--- config.mk ---
export PLATFORM = sky130hd
export DESIGN_NAME = frame_stream_arbiter
export DESIGN_NICKNAME = d
export VERILOG_FILES = /design/src/rtl/frame_stream_arbiter_pkg.sv /design/src/rtl/frame_stream_arbiter.sv
export SDC_FILE = /design/constraint.sdc
export NUM_CORES = 1
export LEC_CHECK = 0
export BUFFER_PORTS_ARGS = -buffer_cell sky130_fd_sc_hd__buf_4
export CAP_MARGIN = 10
export CORE_MARGIN = 3
export CORE_UTILIZATION = 29
export CTS_CLUSTER_DIAMETER = 80
export DETAILED_ROUTE_END_ITERATION = 7
export GPL_TIMING_DRIVEN = 0
export PLACE_DENSITY = 0.57
export SLEW_MARGIN = 25
export SYNTH_ARGS = -nofsm -noshare
export SYNTH_HDL_FRONTEND = slang
export SYNTH_SLANG_ARGS = --single-unit
--- constraint.sdc ---
create_clock -name clk -period 1.9 [get_ports clk]
set_clock_uncertainty 0.05 [all_clocks]
set_input_delay 0.38 -clock clk [delete_from_list [all_inputs] [get_ports clk]]
set_output_delay 0.38 -clock clk [all_outputs]
set_load 0.05 [all_outputs]
--- src/rtl/frame_stream_arbiter_pkg.sv ---
// Shared stream-layer constants and types for the frame arbiter.
// Frame geometry defaults and the beat-counter sizing live here so sibling layers agree.
package frame_stream_arbiter_pkg;

    typedef enum logic {
        ST_IDLE = 1'b0,
        ST_XFER = 1'b1
    } arb_state_t;

    localparam logic SRC_REAL = 1'b0;
    localparam logic SRC_GEN  = 1'b1;

    localparam int DEF_DATA_WIDTH = 16;
    localparam int DEF_IMG_WIDTH  = 14;
    localparam int DEF_IMG_HEIGHT = 14;

    function automatic int frame_pix(input int width, input int height);
        return width * height;
    endfunction

    // Guard the degenerate single-pixel frame so the counter never collapses to zero bits.
    function automatic int cnt_width(input int pix);
        return (pix > 1) ? $clog2(pix) : 1;
    endfunction

    localparam int DEF_FRAME_PIX = frame_pix(DEF_IMG_WIDTH, DEF_IMG_HEIGHT);
    localparam int DEF_CNT_W     = cnt_width(DEF_FRAME_PIX);

endpackage

--- src/rtl/frame_stream_arbiter.sv ---
// Two-source arbiter that hands the downstream stream to one source per whole frame.
// Round-robin between sources; one registered output stage with hold-on-backpressure.
module frame_stream_arbiter
    import frame_stream_arbiter_pkg::*;
#(
    parameter int DATA_WIDTH = DEF_DATA_WIDTH,
    parameter int IMG_WIDTH  = DEF_IMG_WIDTH,
    parameter int IMG_HEIGHT = DEF_IMG_HEIGHT
) (
    input  logic                         clk,
    input  logic                         rst_n,
    input  logic                         valid_in0,
    input  logic signed [DATA_WIDTH-1:0] data_in0,
    output logic                         ready_in0,
    input  logic                         valid_in1,
    input  logic signed [DATA_WIDTH-1:0] data_in1,
    output logic                         ready_in1,
    input  logic                         ready_out,
    output logic                         valid_out,
    output logic signed [DATA_WIDTH-1:0] data_out,
    output logic                         src_id,
    output logic                         frame_last,
    output logic                         busy
);

    // state   | meaning
    // IDLE    | no grant held; arbitrate among valid sources
    // XFER    | granted source forwarded until its last frame beat is accepted

    localparam int             FRAME_PIX = frame_pix(IMG_WIDTH, IMG_HEIGHT);
    localparam int             CNT_W     = cnt_width(FRAME_PIX);
    localparam logic [CNT_W-1:0] LAST_BEAT = CNT_W'(FRAME_PIX - 1);

    arb_state_t                   r_state;
    arb_state_t                   w_state_nxt;
    logic                         r_grant;
    logic                         w_grant_nxt;
    logic                         r_rr_ptr;
    logic                         w_rr_ptr_nxt;
    logic [CNT_W-1:0]             r_beat;
    logic                         r_valid_out;
    logic signed [DATA_WIDTH-1:0] r_data_out;
    logic                         r_src_id;
    logic                         r_frame_last;

    logic                         w_out_free;
    logic                         w_accept;
    logic                         w_last_beat;
    logic signed [DATA_WIDTH-1:0] w_data_sel;

    assign w_out_free  = !r_valid_out || ready_out;
    assign ready_in0   = (r_state == ST_XFER) && (r_grant == SRC_REAL) && w_out_free;
    assign ready_in1   = (r_state == ST_XFER) && (r_grant == SRC_GEN)  && w_out_free;
    assign w_accept    = (ready_in0 && valid_in0) || (ready_in1 && valid_in1);
    assign w_data_sel  = (r_grant == SRC_GEN) ? data_in1 : data_in0;
    assign w_last_beat = w_accept && (r_beat == LAST_BEAT);

    // r_rr_ptr remembers the last granted source; a contended grant goes to the other one.
    always_comb begin
        w_state_nxt  = r_state;
        w_grant_nxt  = r_grant;
        w_rr_ptr_nxt = r_rr_ptr;
        case (r_state)
            ST_IDLE: begin
                if (valid_in0 || valid_in1) begin
                    w_state_nxt = ST_XFER;
                    if (valid_in0 && valid_in1) begin
                        w_grant_nxt = ~r_rr_ptr;
                    end else begin
                        w_grant_nxt = valid_in1 ? SRC_GEN : SRC_REAL;
                    end
                    w_rr_ptr_nxt = w_grant_nxt;
                end
            end
            ST_XFER: begin
                if (w_last_beat) begin
                    w_state_nxt = ST_IDLE;
                end
            end
        endcase
    end

    always_ff @(posedge clk or negedge rst_n) begin
        if (!rst_n) begin
            r_state  <= ST_IDLE;
            r_grant  <= SRC_REAL;
            r_rr_ptr <= SRC_GEN;
        end else begin
            r_state  <= w_state_nxt;
            r_grant  <= w_grant_nxt;
            r_rr_ptr <= w_rr_ptr_nxt;
        end
    end

    always_ff @(posedge clk or negedge rst_n) begin
        if (!rst_n) begin
            r_beat <= '0;
        end else if (w_accept) begin
            r_beat <= w_last_beat ? '0 : r_beat + 1'b1;
        end
    end

    // Output register only moves on an accept or when it drains; otherwise it holds.
    always_ff @(posedge clk or negedge rst_n) begin
        if (!rst_n) begin
            r_valid_out  <= 1'b0;
            r_data_out   <= '0;
            r_src_id     <= 1'b0;
            r_frame_last <= 1'b0;
        end else if (w_accept) begin
            r_valid_out  <= 1'b1;
            r_data_out   <= w_data_sel;
            r_src_id     <= r_grant;
            r_frame_last <= w_last_beat;
        end else if (ready_out) begin
            r_valid_out  <= 1'b0;
        end
    end

    assign valid_out  = r_valid_out;
    assign data_out   = r_data_out;
    assign src_id     = r_src_id;
    assign frame_last = r_frame_last;
    assign busy       = (r_state == ST_XFER);

endmodule

Word-level counts from Yosys, hierarchy flattened:

Cells that the tools add are included.

* register bits: 30
* latch bits: 0
* memory bits (writable): 0
* bits in read-only memories: 0
* input port bits: 37
* output and inout port bits: 22
* logic and storage cells: 36
* memories: 0

* add/subtract/negate cells: 1
* $mul: 0
* div/mod/pow operators: 0
* order comparisons: 0
* equal/unequal tests: 1
* shift-type cells: 0
* mux-type cells: 9
* bitwise operators: 3
* reduce and logical (&&, ||, !) cells: 14

Operators with widths (number)
* $mux W16: 1
* $add A8 B1 Y8 const B: 1
* $eq A8 B8 Y1 const B: 1
* $logic_and A1 B1 Y1: 8
* $mux W8: 1
* $mux W1: 6
* $logic_or A1 B1 Y1: 3
* $not A1 Y1: 3
* $pmux W1 S2: 1
* $reduce_and A2 Y1: 1
* $reduce_bool A2 Y1: 1
* $logic_not A1 Y1: 1

Depth between registers and ports, before layout:

Gate-level depths: netlist of run 1.

* depth in word-level cells: 8
* mapped depth: 7

Worst setup path before layout of run 1:

No wires, ideal clock.

* path type: reg-to-output
* from: register r_state (netlist: busy)
* to: output port ready_in0
* arrival: 1.559 ns
* data required time: 1.470 ns
* path slack: -0.089 ns
* stages on the path, launching flop included: 4
* cells stage by stage: dfrtp_1 buf_2 nand2_1 nor2_1

* word-level cells in the longest chain between the ends: 2

RTL lines
* from (decl): line frame_stream_arbiter.sv:34 `arb_state_t r_state;`
* from (signal assigned): line frame_stream_arbiter.sv:89 `r_state <= w_state_nxt;`
* $logic_and A1 B1 Y1 (2 in a row): line frame_stream_arbiter.sv:52 `assign ready_in0 = (r_state == ST_XFER) && (r_grant == SRC_REAL) && w_out_free;`
* to (decl): line frame_stream_arbiter.sv:14 `output logic ready_in0,`

No other way between the ends.

Worst setup path in the final report of run 1:

* from: register r_grant
* to: output port ready_in1

* word-level cells in the longest chain between the ends: 2

RTL lines
* from (decl): line frame_stream_arbiter.sv:36 `logic r_grant;`
* from (signal assigned): line frame_stream_arbiter.sv:90 `r_grant <= w_grant_nxt;`
* $logic_and A1 B1 Y1 (2 in a row): line frame_stream_arbiter.sv:53 `assign ready_in1 = (r_state == ST_XFER) && (r_grant == SRC_GEN) && w_out_free;`
* to (decl): line frame_stream_arbiter.sv:17 `output logic ready_in1,`

No other way between the ends.

==> impl_metrics.yaml, run 1 <==
floorplan:
  die_h_um: 75.9
  rows: 24
  start_util: 0.313
  die_w_um: 75.9
  ios: 59
  core_mm2: 0.00453
  die-area_mm2: 0.00576
cts:
  numClockSinks: 30
  path_clk_slew_ns: 0.06
  cts_tree: "yes"
  clk_latency_ns: 0.28
  cts_buffer_depth: 2
  cts-htree-levels: 2
  numCtsBuffers: 5
  cts_setup_buffers: 0
  root_buffer: "clkbuf_8"
global_route:
  grt_max_degree: 31
  grt.total_usage: 0.127
  antenna_found_initial: 0
  grt_pass1_wl_um: 5920
  grt_pass1_vias: 1227
  overflow: 0
synthesis:
  synth-edff-count: 0
  yosysWarnings: 0
  syn_area_mm2: 0.00142
  yosysTopAreaCell: "dfrtp_1"
  synthFlopType: "dfrtp_1"
  ys_seq_area_frac: 0.530
  synth_area_per_cell_um2: 10.1
  synthArstFlopShare: 1.00
  netlist_instances: 141
  ys_types: 29
  syn_nets: 179
  synthTopCellsByCount: "dfrtp_1, nand2_1, o21ai_0, mux2i_1, nand3_1"
  ys_seq_elements: 30
  synth_most_common_cell: "dfrtp_1"
  synth_top_area_share: 0.512
  synth_top_cells_by_area: "dfrtp_1, mux2i_1, o21ai_0"
critical_path:
  reg2regPathDepth: 6
  max_stage_delay_ns: 0.37
  cp_data_required_time_ns: 1.47
  critPathKind: "register to output port"
  reg2reg_to: "data_out[9]$_DFFE_PN0P_"
  crit_fanout: 10
  crit_path_top_delay_cell: "dfrtp_1"
  reg2reg_slack_ns: 0.29
  r2r-start: "r_grant$_DFFE_PN0P_"
  crit_chain: "buf_2 -> and3_1 -> buf_4"
  start_kind: "register"
  endpoint_kind: "output port"
  cp.arrival_ns: 1.32
route:
  wl_met3_um: 234
  drc_errors: 0
  wirelength_um: 3380
  wl_met1_um: 1590
  wire_per_inst_um: 12.4
  vias: 1204
  drt-vias-per-instance: 4.41
  firstDrtPassIters: 4
  wl_met2_um: 1490
  drtIter0Drc: 60
  highest_layer: "met4"
  final_antenna_net_count: 0
min_path:
  hold_end: "busy$_DFF_PN0_"
  whs_path_depth: 2
  min_from: "valid_in1"
  hp-class: "input pin to register"
place:
  port_buffers: 58
  dp_hpwl_um: 2530
  place_congestion: 0.678
  dpl_cell_area_mm2: 0.00194
timing:
  tightest_slew_ns: 0.401
  fin_crit_sh: 0.921
  hold_ws_ns: 0.310
  setup_viol: 0
  finalMaxSlewViolations: 0
  clock.fmax_mhz: 572
  rsz0062_at_grt: "no"
  fin_crit_ns: 1.75
  final_hold_viol_count: 0
  slew-limit-headroom: 0.732
  finalSetupTns_ns: 0
finish:
  post-route-util: 0.454
  area_growth_pct: 45.2
  drive_gt1_frac: 0.375
  stdcell_area_mm2: 0.00206
  fin_nets: 245
  diodes: 0
flow_run:
  max_cap_viol_count: 0
outcome:
  status: "finished clean"
power:
  leakagePower_nw: 1.03
  power_density_mw_per_mm2: 1800
  irDropWorstVdd_mv: 0.830
## what timing repair did
action                                  CTS  global route
endpoints found under the hold margin    29             0
endpoints found under the setup margin    1             0
resized for setup                         1             0
hold buffers                              1             0
## report_power, final
part           switching, W  internal, W  total [W]
clock              0.000238     0.000365   0.000603
combinational       0.00134     0.000669    0.00201
sequential         0.000171     0.000921    0.00109
total               0.00175      0.00196    0.00370
## cells in the final DEF (no fill, tap or decap), types with 2 or more instances in the layout
cell type	instances
a21o_1	2
dfrtp_1	29
inv_1	3
clkbuf_8	8
nand2_1	24
nand4_1	5
nand2b_1	3
a21oi_1	3
mux2i_1	16
o21ai_0	20
or3_1	3
nand3_1	7
buf_2	6
xnor2_1	2
and3_1	2
buf_4	60
## through the flow
stage                     total power [W]  cells  worst slack [ns]
after floorplan                   0.00251    141             0.128
after global placement            0.00312    264             0.149
after detailed placement          0.00314    264             0.145
after CTS                         0.00376    273             0.121
after global routing              0.00395    273            0.0771
final                             0.00370    273             0.151
## critical path, delay by kind of cell (launching register included)
family / cells / cell delay, ns
and+or+nand+nor: 1 / 0.20
DFF: 1 / 0.37
buffers and inverters: 2 / 0.47
## how the worst max path moves through the flow
stage / slack [ns] / end / startpoint
after floorplan: 0.13 / ready_in0 / busy$_DFF_PN0_
after CTS: 0.12 / ready_in1 / r_grant$_DFFE_PN0P_
after detailed placement: 0.14 / ready_in1 / r_grant$_DFFE_PN0P_
after global placement: 0.15 / ready_in1 / r_grant$_DFFE_PN0P_
final: 0.15 / ready_in1 / r_grant$_DFFE_PN0P_
after global routing: 0.08 / ready_in1 / r_grant$_DFFE_PN0P_
## cell families after synthesis
| kind of cell | after synthesis | share of synthesized area |
|---|---|---|
| mux | 17 | 0.121 |
| buf+inv | 12 | 0.0415 |
| xor+xnor | 3 | 0.0185 |
| fa+ha+maj | 1 | 0.00882 |
| flops | 30 | 0.530 |
| simple gates | 50 | 0.171 |
| compound gates | 28 | 0.109 |
## routing by layer
| layer | track usage | vias up |
|---|---|---|
| li1 | - | 620 |
| met1 | 0.166 | 544 |
| met2 | 0.186 | 34 |
| met3 | 0.0438 | 6 |
| met4 | 0.0652 | 0 |
| met5 | 0 | - |
## registers in the layout, summed over array words and instances (netlist names)
name	count
valid_out	1
r_beat	8
data_out	16
r_rr_ptr	1
r_grant	1
src_id	1
busy	1
frame_last	1
## area by class of cell
class                   count  area (um^2)
repair buffers             59          445
fillers                   460         2480
flip-flops and latches     30          752
inverters                   3         11.3
clock buffers               8          110
multi-input cells          99          609
well taps                  65         81.3
plain buffers               9         48.8
Power figures use the tool's default switching activity.
==> run 2: changes to the inputs <==
--- a/config.mk
+++ b/config.mk
@@ -13,6 +13,7 @@
 export DETAILED_ROUTE_END_ITERATION = 7
 export GPL_TIMING_DRIVEN = 0
 export PLACE_DENSITY = 0.57
+export REMOVE_ABC_BUFFERS = 1
 export SLEW_MARGIN = 25
 export SYNTH_ARGS = -nofsm -noshare
 export SYNTH_HDL_FRONTEND = slang
==> impl_metrics.yaml, run 2 (synthesized netlist as in run 1, its figures left out) <==
critical_path:
  cp_data_required_time_ns: 2.05
  critPathKind: "register to register"
  crit_chain: "mux2_4 -> nand3_4 -> or3_1 -> o21ai_0"
  crit_path_top_delay_cell: "dfrtp_4"
  crit_fanout: 21
  start_kind: "register"
  reg2reg_slack_ns: 0.13
  critPathTopFamily: "simple AND/OR/NAND/NOR gates"
  endpoint_kind: "register"
  cp_num_buf_inv: 0
  max_stage_delay_ns: 0.63
  cp.arrival_ns: 1.92
timing:
  setup_viol: 0
  finalMaxSlewViolations: 0
  hold_ws_ns: 0.315
  tightest_slew_ns: 0.423
  fin_crit_sh: 0.933
  fin_crit_ns: 1.77
  clock.fmax_mhz: 564
  final_hold_viol_count: 0
  slew-limit-headroom: 0.718
  rsz0062_at_grt: "no"
global_route:
  antenna_found_initial: 0
  grt_pass1_wl_um: 5950
  grt_max_degree: 31
  overflow: 0
  grt.total_usage: 0.126
  grt_pass1_vias: 1288
power:
  power_density_mw_per_mm2: 1800
  power_frac_seq: 0.334
  power.share.switching: 0.476
  leakagePower_nw: 1.01
  clock_power_share: 0.163
  irDropWorstVdd_mv: 0.952
  p_switching_w: 0.00175
  combPwrFrac: 0.503
  internal_power_w: 0.00192
  power_w: 0.00367
outcome:
  status: "finished clean"
finish:
  fin_cells: 265
  diodes: 0
  drive_gt1_frac: 0.365
  mostFrequentLayoutCells: "buf_4, dfrtp_1, nand2_1"
  area_growth_pct: 43.9
  fin_nets: 237
  largest_reg_flops: 16
  final_common_cell: "buf_4"
  post-route-util: 0.450
cts:
  clk_latency_ns: 0.28
  cts_buffer_depth: 2
  cts_tree: "yes"
  numClockSinks: 30
  numCtsBuffers: 5
  path_clk_slew_ns: 0.07
  root_buffer: "clkbuf_8"
  cts-htree-levels: 2
floorplan:
  die_h_um: 75.9
  ios: 59
  start_util: 0.313
  core_mm2: 0.00453
  die_w_um: 75.9
  die-area_mm2: 0.00576
  rows: 24
flow_run:
  max_cap_viol_count: 0
route:
  wire_per_inst_um: 12.9
  wirelength_um: 3420
  drt-vias-per-instance: 4.70
  final_antenna_net_count: 0
  vias: 1246
  firstDrtPassIters: 4
  drc_errors: 0
  drtIter0Drc: 43
place:
  dp_hpwl_um: 2340
  port_buffers: 58
  place_congestion: 0.759
  dp_cells: 255
min_path:
  hp-class: "input pin to register"
==> run 2: cell types whose count changed in the layout (fill, tap and decap cells not counted), sizes merged <==
| cell | previous run | this run |
|---|---|---|
| nand3 | 7 | 8 |
| buf | 66 | 58 |
| clkbuf | 9 | 8 |
==> run 2: power by group through the flow <==
stage	Clock, W	Sequential, W	Combinational, W
CTS	0.000619	0.00122	0.00186
detailed placement	0	0.00121	0.00184
global route	0.000650	0.00128	0.00199
floorplan	0	0.00184	0.000600
finish	0.000599	0.00123	0.00184
global placement	0	0.00120	0.00180
==> run 2: final cells by class <==
| cell class | instances | area [um^2] |
|---|---|---|
| Sequential cell | 30 | 756 |
| Fill cell | 444 | 2490 |
| Tap cell | 65 | 81.3 |
| Inverter | 3 | 11.3 |
| Timing Repair Buffer | 59 | 445 |
| Clock buffer | 8 | 110 |
| Multi-Input combinational cell | 100 | 636 |
==> run 2: what timing repair did <==
item	CTS	global route
setup buffers	0	0
resized for setup	3	2
pin swaps	0	0
cloned	1	0
hold buffers	1	0
hold endpoints to repair	29	0
endpoints found under the setup margin	29	10
==> run 2: metrics by stage <==
stage	area, um^2	TNS [ns]	setup WS [ns]
after global placement	1890	-20.36	-1.17
after CTS	2030	0	0.0392
after global routing	2040	0	0.0373
after detailed placement	1890	-12.46	-0.759
after floorplan	1370	-8.58	-0.622
final	2040	0	0.128
==> run 2: metal layers <==
layer  GRT usage  routed length, um
met4      0.0399                 45
met2       0.208               1620
met5           0                  0
met3      0.0545                259
met1       0.149               1490
==> run 2: path summary, 6_finish.rpt <==
check / from / endpoint / cells after the start
min in group asynchronous: rst_n / frame_last$_DFFE_PN0P_ / 2
setup / recovery: r_grant$_DFFE_PN0P_ / r_beat[7]$_DFFE_PN0P_ / 4
max in group asynchronous: rst_n / r_rr_ptr$_DFFE_PN1P_ / 2
setup reg to reg: r_grant$_DFFE_PN0P_ / r_beat[7]$_DFFE_PN0P_ / 4
hold reg to reg: frame_last$_DFFE_PN0P_ / frame_last$_DFFE_PN0P_ / 2
hold / removal: valid_in1 / busy$_DFF_PN0_ / 2
==> run 2: worst register-to-register path: stages, from the launching register on <==
cell	delay, ns
dfrtp_4	0.63
mux2_4	0.30
nand3_4	0.23
or3_1	0.41
o21ai_0	0.08
==> run 3: changes to the inputs <==
==> constraint.sdc (replaced) <==
create_clock -name clk -period 2.2 [get_ports clk]
set_clock_uncertainty 0.05 [all_clocks]
set_input_delay 0.44 -clock clk [delete_from_list [all_inputs] [get_ports clk]]
set_output_delay 0.44 -clock clk [all_outputs]
set_load 0.05 [all_outputs]
==> impl_metrics.yaml, run 3 (synthesized netlist as in run 1, its figures left out) <==
timing:
  rsz0062_at_grt: "no"
  fin_crit_sh: 0.918
  tightest_slew_ns: 0.550
  finalMaxSlewViolations: 0
  fin_crit_ns: 2.02
  clock.fmax_mhz: 495
  slew-limit-headroom: 0.633
  setup_viol: 0
  final_hold_viol_count: 0
  hold_ws_ns: 0.0227
route:
  firstDrtPassIters: 4
  drt-vias-per-instance: 4.66
  drtIter0Drc: 38
  final_antenna_net_count: 0
  wirelength_um: 3180
  wire_per_inst_um: 12.1
  drc_errors: 0
  vias: 1226
cts:
  path_clk_slew_ns: 0.07
  cts_buffer_depth: 2
  cts_tree: "yes"
  clk_latency_ns: 0.28
  numClockSinks: 30
  root_buffer: "clkbuf_8"
  numCtsBuffers: 5
  cts-htree-levels: 2
power:
  power_w: 0.00313
  irDropWorstVdd_mv: 0.823
  leakagePower_nw: 0.998
  power_density_mw_per_mm2: 1550
floorplan:
  start_util: 0.313
  die_w_um: 75.9
  core_mm2: 0.00453
  rows: 24
  die-area_mm2: 0.00576
  die_h_um: 75.9
  ios: 59
global_route:
  grt.busiest_layer: "met2"
  grt_max_degree: 41
  grt_pass1_wl_um: 5550
  antenna_found_initial: 0
  grt_pass1_vias: 1237
  met2_usage: 0.197
  grt.total_usage: 0.117
  overflow: 0
  met3_usage: 0.0533
  grt_util_met1: 0.132
critical_path:
  critPathKind: "register to register"
  cp.arrival_ns: 2.17
  crit_fanout: 40
  start_kind: "register"
  cp_data_required_time_ns: 2.35
  endpoint_kind: "register"
finish:
  fin_cells: 263
  diodes: 0
  largest_reg_flops: 16
  fin_nets: 235
  drive_gt1_frac: 0.359
  post-route-util: 0.443
  mostFrequentLayoutCells: "buf_4, dfrtp_1, nand2_1"
  final_common_cell: "buf_4"
  stdcell_area_mm2: 0.00201
  area_growth_pct: 41.8
min_path:
  hp-class: "input pin to asynchronous set/reset pin"
place:
  dp_hpwl_um: 2340
  port_buffers: 58
  place_congestion: 0.759
  dp_cells: 255
  dpl_cell_area_mm2: 0.00189
outcome:
  status: "finished clean"
flow_run:
  max_cap_viol_count: 0
## run 3: through the flow
stage,worst slack (ns),TNS [ns]
global placement,-0.872,-13.38
CTS,0.157,0
global route,0.0274,0
floorplan,-0.322,-1.93
finish,0.180,0
detailed placement,-0.459,-5.17
## run 3: repair_timing
item,CTS,global route
buffers inserted,0,0
resized for setup,2,0
hold buffers,0,0
endpoints found under the setup margin,23,0
## run 3: path summary, 6_finish.rpt
check | end | cells after the start | slack, ns | from
setup / recovery | r_beat[7]$_DFFE_PN0P_ | 4 | 0.18 | r_grant$_DFFE_PN0P_
hold / removal | frame_last$_DFFE_PN0P_ | 1 | 0.02 | rst_n
setup reg to reg | r_beat[7]$_DFFE_PN0P_ | 4 | 0.18 | r_grant$_DFFE_PN0P_
hold reg to reg | frame_last$_DFFE_PN0P_ | 2 | 0.43 | frame_last$_DFFE_PN0P_
max in group asynchronous | r_rr_ptr$_DFFE_PN1P_ | 1 | 1.76 | rst_n
min in group clk | busy$_DFF_PN0_ | 2 | 0.38 | valid_in1
## run 3: power by group
| part | internal, W | total [W] | switching, W |
|---|---|---|---|
| logic | 0.000533 | 0.00156 | 0.00103 |
| registers | 0.000796 | 0.00105 | 0.000251 |
| clock network | 0.000315 | 0.000517 | 0.000202 |
| total | 0.00165 | 0.00313 | 0.00148 |
## run 3: critical path, cell delays in order (launching register included)
cell     delay [ns]
dfrtp_2        0.72
mux2_2         0.31
nand3_4        0.32
or3_1          0.45
o21ai_0        0.08
## run 3: final cells by class
class	count	area, um^2
repair buffers	58	435
well taps	65	81.3
inverters	3	11.3
multi-input cells	99	619
flip-flops and latches	30	753
fillers	446	2520
clock buffers	8	110
## run 3: metal layers
layer  vias to the layer above  share of wire
li1                        602              -
met3                         5          0.079
met2                        40           0.49
met4                         0          0.013
met1                       579           0.42
met5                         -              0
